==> config.mk <==
export PLATFORM = sky130hd
export DESIGN_NAME = cpu_fetch_unit_flat
export DESIGN_NICKNAME = d
export VERILOG_FILES = /design/src/rtl/cpu_pkg.sv /design/src/rtl/cpu_fetch_unit_if.sv /design/src/rtl/cpu_sync_fifo.sv /design/src/rtl/cpu_fetch_unit.sv /design/src/flat_wrapper.sv
export SDC_FILE = /design/constraint.sdc
export NUM_CORES = 1
export LEC_CHECK = 0
export ABC_AREA = 1
export CAP_MARGIN = 40
export CORE_UTILIZATION = 38
export DETAILED_ROUTE_END_ITERATION = 10
export GPL_TIMING_DRIVEN = 0
export SYNTH_ARGS = -nofsm -noshare
export SYNTH_HDL_FRONTEND = slang
export SYNTH_SLANG_ARGS = --single-unit
export TNS_END_PERCENT = 5
==> constraint.sdc <==
create_clock -name aclk -period 6.56 [get_ports aclk]
set_input_delay 1.968 -clock aclk [delete_from_list [all_inputs] [get_ports aclk]]
set_output_delay 1.968 -clock aclk [all_outputs]
set_load 0.02 [all_outputs]
==> src/rtl/cpu_pkg.sv <==
// Shared types for the CPU front end: instruction words and PC-tagged fetch entries.
package cpu_pkg;

  typedef logic [31:0] word_t;

  typedef struct packed {
    word_t pc;
    word_t inst;
  } fetch_entry_t;

  localparam word_t RESET_PC_DEFAULT = 32'd0;

endpackage

==> src/rtl/cpu_fetch_unit_if.sv <==
// Bus bundle for the fetch unit: instruction memory port, redirect input and instruction stream.
interface cpu_fetch_unit_if;

  // Memory port: en_inst=1 requests addr_inst; data_in_inst is valid exactly one cycle later.
  logic [31:0] addr_inst;
  logic [31:0] data_out_inst;
  logic [31:0] data_in_inst;
  logic        en_inst;
  logic        we_inst;

  logic        redirect_valid;
  logic [31:0] redirect_pc;

  // Stream: a transfer happens when inst_valid & inst_ready at a clock edge; while inst_valid=1
  // and inst_ready=0 the producer holds inst_data/inst_pc stable and keeps inst_valid high.
  logic        inst_valid;
  logic [31:0] inst_data;
  logic [31:0] inst_pc;
  logic        inst_ready;

  modport master (
    output addr_inst, data_out_inst, en_inst, we_inst,
    output inst_valid, inst_data, inst_pc,
    input  data_in_inst, redirect_valid, redirect_pc, inst_ready
  );

  modport slave (
    input  addr_inst, data_out_inst, en_inst, we_inst,
    input  inst_valid, inst_data, inst_pc,
    output data_in_inst, redirect_valid, redirect_pc, inst_ready
  );

endinterface

==> src/rtl/cpu_sync_fifo.sv <==
// Shift-register FIFO with a registered head at slot 0; clear beats push, push+pop legal when full.
module cpu_sync_fifo #(
  parameter type T     = logic [63:0],
  parameter int  DEPTH = 4,
  localparam int CW    = $clog2(DEPTH) + 1
) (
  input  logic          clk_i,
  input  logic          rst_ni,
  input  logic          push_i,
  input  T              push_data_i,
  input  logic          pop_i,
  input  logic          clear_i,
  output logic [CW-1:0] count_o,
  output T              head_o
);

  localparam int IW = $clog2(DEPTH);

  T              mem_q [DEPTH];
  T              mem_d [DEPTH];
  logic [CW-1:0] count_q, count_d;
  logic [IW-1:0] wr_idx;
  logic          pop_ok;
  logic          push_ok;

  always_comb begin
    mem_d   = mem_q;
    count_d = count_q;
    pop_ok  = pop_i & (count_q != '0);
    push_ok = push_i & ((count_q < CW'(DEPTH)) | pop_ok);
    // Write slot is computed after the shift so a simultaneous pop frees the tail slot.
    wr_idx  = IW'(count_q - CW'(pop_ok));
    if (clear_i) begin
      count_d = '0;
    end else begin
      if (pop_ok) begin
        for (int i = 0; i < DEPTH - 1; i++) begin
          mem_d[i] = mem_q[i+1];
        end
      end
      if (push_ok) begin
        mem_d[wr_idx] = push_data_i;
      end
      count_d = count_q + CW'(push_ok) - CW'(pop_ok);
    end
  end

  always_ff @(posedge clk_i) begin
    if (!rst_ni) begin
      count_q <= '0;
      for (int i = 0; i < DEPTH; i++) begin
        mem_q[i] <= '0;
      end
    end else begin
      count_q <= count_d;
      mem_q   <= mem_d;
    end
  end

  assign count_o = count_q;
  assign head_o  = mem_q[0];

endmodule

==> src/rtl/cpu_fetch_unit.sv <==
// Instruction fetch stage: issues sequential word reads, queues PC-tagged responses, flushes on redirect.
module cpu_fetch_unit
  import cpu_pkg::*;
#(
  parameter int    DEPTH    = 4,
  parameter word_t RESET_PC = RESET_PC_DEFAULT
) (
  input  logic             aclk,
  input  logic             aresetn,
  cpu_fetch_unit_if.master bus
);

  localparam int CW = $clog2(DEPTH) + 1;
  localparam int OW = CW + 1;

  word_t         fetch_pc_q, fetch_pc_d;
  word_t         resp_pc_q, resp_pc_d;
  logic          inflight_q, inflight_d;
  logic [CW-1:0] count;
  logic [OW-1:0] occ;
  logic          pop;
  logic          issue;
  logic          push;
  fetch_entry_t  push_entry;
  fetch_entry_t  head;

  assign pop = bus.inst_valid & bus.inst_ready;

  // Occupancy after this cycle's pop, counting the read already in flight, so a new read always has a slot.
  assign occ   = {1'b0, count} + OW'(inflight_q) - OW'(pop);
  assign issue = aresetn & ~bus.redirect_valid & (occ < OW'(DEPTH));

  // A response returning in a redirect cycle belongs to the old stream and is dropped.
  assign push       = inflight_q & ~bus.redirect_valid;
  assign push_entry = '{pc: resp_pc_q, inst: bus.data_in_inst};

  always_comb begin
    fetch_pc_d = fetch_pc_q;
    resp_pc_d  = resp_pc_q;
    inflight_d = issue;
    if (bus.redirect_valid) begin
      fetch_pc_d = bus.redirect_pc;
      inflight_d = 1'b0;
    end else if (issue) begin
      fetch_pc_d = fetch_pc_q + 32'd1;
      resp_pc_d  = fetch_pc_q;
    end
  end

  always_ff @(posedge aclk) begin
    if (!aresetn) begin
      fetch_pc_q <= RESET_PC;
      resp_pc_q  <= RESET_PC;
      inflight_q <= 1'b0;
    end else begin
      fetch_pc_q <= fetch_pc_d;
      resp_pc_q  <= resp_pc_d;
      inflight_q <= inflight_d;
    end
  end

  cpu_sync_fifo #(
    .T     (fetch_entry_t),
    .DEPTH (DEPTH)
  ) u_fifo (
    .clk_i       (aclk),
    .rst_ni      (aresetn),
    .push_i      (push),
    .push_data_i (push_entry),
    .pop_i       (pop),
    .clear_i     (bus.redirect_valid),
    .count_o     (count),
    .head_o      (head)
  );

  assign bus.en_inst       = issue;
  assign bus.addr_inst     = fetch_pc_q;
  assign bus.we_inst       = 1'b0;
  assign bus.data_out_inst = 32'd0;
  assign bus.inst_valid    = (count != '0);
  assign bus.inst_data     = head.inst;
  assign bus.inst_pc       = head.pc;

endmodule

==> src/flat_wrapper.sv <==
// flat-port wrapper written by rule: the top's interface ports become plain ports
module cpu_fetch_unit_flat import cpu_pkg::*;
#(
  parameter int    DEPTH    = 4,
  parameter word_t RESET_PC = RESET_PC_DEFAULT
)
  (aclk, aresetn, bus_addr_inst, bus_data_out_inst, bus_en_inst, bus_we_inst, bus_inst_valid, bus_inst_data, bus_inst_pc, bus_data_in_inst, bus_redirect_valid, bus_redirect_pc, bus_inst_ready);
  cpu_fetch_unit_if bus_i ();
  input  logic aclk;
  input  logic aresetn;
  output wire logic [$bits(bus_i.addr_inst)-1:0] bus_addr_inst;
  output wire logic [$bits(bus_i.data_out_inst)-1:0] bus_data_out_inst;
  output wire logic [$bits(bus_i.en_inst)-1:0] bus_en_inst;
  output wire logic [$bits(bus_i.we_inst)-1:0] bus_we_inst;
  output wire logic [$bits(bus_i.inst_valid)-1:0] bus_inst_valid;
  output wire logic [$bits(bus_i.inst_data)-1:0] bus_inst_data;
  output wire logic [$bits(bus_i.inst_pc)-1:0] bus_inst_pc;
  input wire logic [$bits(bus_i.data_in_inst)-1:0] bus_data_in_inst;
  input wire logic [$bits(bus_i.redirect_valid)-1:0] bus_redirect_valid;
  input wire logic [$bits(bus_i.redirect_pc)-1:0] bus_redirect_pc;
  input wire logic [$bits(bus_i.inst_ready)-1:0] bus_inst_ready;
  assign bus_addr_inst = bus_i.addr_inst;
  assign bus_data_out_inst = bus_i.data_out_inst;
  assign bus_en_inst = bus_i.en_inst;
  assign bus_we_inst = bus_i.we_inst;
  assign bus_inst_valid = bus_i.inst_valid;
  assign bus_inst_data = bus_i.inst_data;
  assign bus_inst_pc = bus_i.inst_pc;
  assign bus_i.data_in_inst = bus_data_in_inst;
  assign bus_i.redirect_valid = bus_redirect_valid;
  assign bus_i.redirect_pc = bus_redirect_pc;
  assign bus_i.inst_ready = bus_inst_ready;
  cpu_fetch_unit #(.DEPTH(DEPTH), .RESET_PC(RESET_PC)) u_core (.aclk(aclk), .aresetn(aresetn), .bus(bus_i));
endmodule
* After elaboration in Yosys (flattened, before gate mapping) *
Cells that the tools add are included.

operators by class
  reduce and logical (&&, ||, !) cells = 6
  magnitude comparators = 4
  add/sub/neg operators = 6
  bitwise operators = 10
  muxes and demuxes = 8

operators by type and width
  kind                                                        number
  2-to-1 mux 192 bit                                          2
  bitwise mux 256 bit                                         1
  2-to-1 mux 256 bit                                          1
  demux 64 bit (select 2 bit)                                 1
  2-to-1 mux 32 bit                                           2
  2-to-1 mux 64 bit                                           1
  adder 32 x 1 -> 32 bit, second input constant               1
  AND 1 bit                                                   6
  adder 3 x 1 -> 4 bit                                        1
  less-than comparator 4 x 3 -> 1 bit, second input constant  1
  AND reduction 2 bit                                         2
  subtractor 4 x 1 -> 4 bit                                   1
  adder 3 x 1 -> 3 bit                                        1
  >= comparator 3 bit, second input constant                  1
  less-than comparator 3 x 1 -> 1 bit, second input constant  1
  less-than comparator 3 bit, second input constant           1
  inverter 2 -> 3 bit                                         1
  nonzero test 3 bit                                          1
  subtractor 3 x 1 -> 3 bit                                   1
  inverter 1 bit                                              2
  nonzero test 2 bit                                          1
  OR reduction 2 bit                                          1
  subtractor 2 x 1 -> 2 bit                                   1
  logical AND 1 bit                                           1
  OR 1 bit                                                    1

word-level totals
  input port bits = 68
  register bits after elaboration = 324
  word-level logic and storage cells = 46

* Longest topological paths before layout *
  depth in word-level cells = 11
  mapped depth = 20
  gate-level depth less buffers = 17

* By module *
From an unflattened synthesis, not the netlist that was laid out.

unflattened totals
  cells, all modules = 2992
  area, all modules = 18665.4 µm²

modules (own cells, without submodules)
  module          area an instance (µm²)  cells each  times used
  cpu_sync_fifo   14655.3                 2357        1
  cpu_fetch_unit  4010.1                  635         1

* Least setup slack after synthesis *
Ideal clock, no wire load.

  kind = in2out
  start point = in bus_inst_ready
  end point = out bus_en_inst
  setup slack = 785 ps
  arrival = 3807 ps
  stages on the path = 14
  buffers on the path = 4
  cell sequence = nand2_1 > inv_1 > buf_2 > buf_2 > ha_1 > inv_1 > ha_1 > nand3_1 > nand2_1 > nand2_1 > nand3_1 > nor2_1 > buf_4 > buf_2

on the way
  word-level cells in the longest chain between the ends = 4

ends and longest elaborated chain
  element                              RTL line              text
  start: declaration                   flat_wrapper.sv:21    input wire logic [$bits(bus_i.inst_ready)-1:0] bus_inst_ready;
  AND 1 bit                            cpu_fetch_unit.sv:27  assign pop = bus.inst_valid & bus.inst_ready;
  subtractor 4 x 1 -> 4 bit            cpu_fetch_unit.sv:30  assign occ = {1'b0, count} + OW'(inflight_q) - OW'(pop);
  less-than comparator 4 x 3 -> 1 bit  cpu_fetch_unit.sv:31  assign issue = aresetn & ~bus.redirect_valid & (occ < OW'(DEPTH));
  AND 1 bit                            cpu_fetch_unit.sv:31
  end: declaration                     flat_wrapper.sv:13    output wire logic [$bits(bus_i.en_inst)-1:0] bus_en_inst;

Every way passes these cells.

* Worst setup path after layout *
Same ends and word-level chain as after synthesis.

==> impl_metrics.csv <==
group,metric,value,unit
timing,slew_violations,0,
logic_synthesis,synth_top_family_by_area,"compound AO/OA/AOI/OAI gates",
clock_network,cts_tree,"done",
logic_synthesis,async_flop_share,0,%
logic_synthesis,syn_area,16000,µm²
drt,drc,0,
drt,drt_iter0_drc,959,
clock_network,clockRootBuffer,"clkbuf_16",
layout,syn2layout_area_growth,23.8,%
logic_synthesis,yosys.area_share.simple,15.2,%
drt,drt_first_pass_iters,5,
placed_design,gp_congestion,0.897,
drt,vias,16174,
layout,diodes,0,
min_path,hold_class,"flop to flop",
logic_synthesis,yosysSeqAreaShare,40.5,%
die,rows,74,
logic_synthesis,synth-edff-count,0,
logic_synthesis,synth_xor_area_share,0.0547,%
die,initial_core_util,38.9,%
clock_network,clock_path_buffers,3,
grt,grt_remaining_overflow,0,
critical_path,arrival,4.42,ns
logic_synthesis,yosysUniqueCellTypes,26,
timing,timing.fmax,157,MHz
placed_design,port_buffers,165,
layout,drive_above_1_share,8.75,%
critical_path,crit_type,"primary input to output port",
grt,track_usage,23.7,%
drt,wl_met2,24300,µm
critical_path,critPathMaxFanout,21,
timing,clock_skew,0.0268,ns
logic_synthesis,synthMuxAreaShare,0,%
logic_synthesis,ys_seq_elements,324,
drt,wl_per_cell,16.9,µm
drt,routed_via_density,5.23,
logic_synthesis,post_synth.cell_area_avg,7.00,µm²
clock_network,clkLatencyLatePin,0.57,ns
layout,multi_input_area,7440,µm²
status,status,"finished clean",
grt,grt_pass1_wl,81900,µm
clock_network,clk_pin_slew,0.05,ns
logic_synthesis,netlist_instances,2290,
grt,antenna_found_initial,0,
die,core_region_area,41200,µm²
timing,setup_viol,0,
logic_synthesis,synthFlopType,"dfxtp_1",
layout,seqCellArea,6490,µm²
drt,top_layer_used,"met4",
placed_design,hpwl,38900,µm
die,die_h,207,µm
critical_path,endpoint_kind,"output port",
timing,finalHoldViolCount,0,
timing,rsz0062_at_grt,"no",
drt,postRouteWirelength,52200,µm
timing,finalCriticalPeriod,6.39,ns
clock_network,hold_buffers,0,
critical_path,cp-start-kind,"primary input",
job,maxCapViolCount,0,
die,pin_count,199,
layout,final_util,48.1,%
layout,fin_nets,2606,
clock_network,clock_sinks,324,
grt,grt_max_degree,20,
layout,fillers,4166,
die,dieArea,43000,µm²
critical_path,cp.required,4.59,ns
drt,wl_met1,23000,µm
timing,slew_headroom,44.1,%
power,leakagePower,7.00,nW
clock_network,htree_levels,2,
logic_synthesis,synth_adder_area_share,0.672,%
timing,finalCritPeriodShare,97.4,%
drt,wl_met3,3390,µm
power,ir_drop,183,µV
logic_synthesis,yosys_warnings,0,
grt,grt_pass1_vias,15433,
timing,tns,0,ns
clock_network,cts-buffers-inserted,39,
logic_synthesis,synth-compound-area-share,29.7,%
power,power_density,249,nW/µm²
drt,ant_nets,0,
timing,worst_pin_slew,0.838,ns
die,die_w,207,µm
## layout by cell type, fill, tap and decap left out, types with 3 or more instances in the layout
master           Yosys  final
inv_1              198    198
nor2_2               3      3
clkinv_2             0      6
clkdlybuf4s50_1      0    164
a21oi_1            187    187
o22ai_1            128    128
o21ai_1            121    121
o21ai_0            372    372
ha_1                 7      7
conb_1               1     33
buf_4              100    100
nor2_1             189    188
a22oi_1              6      6
o211ai_1            64     64
buf_2               43     41
a21boi_0             3      3
dfxtp_1            324    324
clkinvlp_4           0      3
clkbuf_8             0     12
nand2_1            266    265
nand3_1            132    131
nor2_4               2      3
buf_1               10     10
clkbuf_1           124    132
clkbuf_16            0     40
inv_2                4      4
## cell type report
type | instances | area share, %
clock inverter | 12 | 0.542
tap | 532 | 3.36
timing repair buffer | 169 | 8.55
clock buffer | 60 | 6.03
sequential | 324 | 32.7
buffer | 276 | 7.47
multi-input combinational | 1518 | 37.5
inverter | 202 | 3.82
## where the power goes
part           switching [mW]  leakage (nW)  internal [mW]
clock                   0.888         0.638           1.30
sequential             0.0794          2.62           2.03
combinational           0.394          3.74          0.247
total                    1.36          7.00           3.58
## layer usage
metal	global-route usage (%)	vias to the layer above
met5	0	-
met4	9.03	0
met3	4.04	78
met2	40.0	515
met1	30.1	7418
li1	-	8163
## worst paths after layout
check | from | endpoint | slack, ns | depth (start not counted)
setup / recovery | bus_inst_ready | bus_en_inst | 0.17 | 14
hold / removal | flop | flop | 0.48 | 2
setup reg to reg | u_core.u_fifo.count_o[1] | u_core.bus.addr_inst[21] | 3.24 | 19
hold reg to reg | flop | flop | 0.48 | 2
## synthesized netlist by cell type, types with 43 or more instances
master	count	area [µm²]
o21ai_1	121	606
clkbuf_1	124	465
buf_4	100	751
inv_1	198	743
nor2_1	189	709
dfxtp_1	324	6490
o21ai_0	372	1860
a21oi_1	187	936
o211ai_1	64	480
nand2_1	266	998
buf_2	43	215
nand3_1	132	661
o22ai_1	128	801
## per-stage QoR
step / hold WS [ns] / power (mW) / area (µm²) / std cells / worst slack (ns)
2_1_floorplan: 0.455 / 2.51 / 16100 / 2322 / 0.785
5_1_grt: 0.503 / 5.13 / 19800 / 3093 / 0.0209
3_3_place_gp: 0.464 / 2.77 / 18500 / 3019 / -1.16
4_1_cts: 0.486 / 4.97 / 19800 / 3094 / 0.0117
6_report: 0.480 / 4.94 / 19800 / 3093 / 0.170
3_5_place_dp: 0.472 / 2.78 / 18500 / 3022 / -1.23
## logic make-up after synthesis
group / count (synthesis)
AOI/OAI and AO/OA: 881
and+or+nand+nor: 595
adders and majority gates: 8
xor gates and xnor gates: 1
buffers and inverters: 480
other: 1
DFF: 324
## critical path, cell delays in order
cell and delay (ns):
clkdlybuf4s50_1 0.53, nand2_4 0.13, inv_1 0.13, buf_6 0.23, ha_1 0.18, inv_1 0.04, ha_1 0.28, nand3_1 0.11
nand2_1 0.06, nand2_1 0.07, nand3_2 0.11, nor2_4 0.22, buf_12 0.18, buf_2 0.18
## repair_timing
item,in CTS,in global routing
buffers inserted,1,0
pin swaps,1,1
resized for setup,13,2
endpoints found under the setup margin,1,1
(Power assumes the default switching activity.)
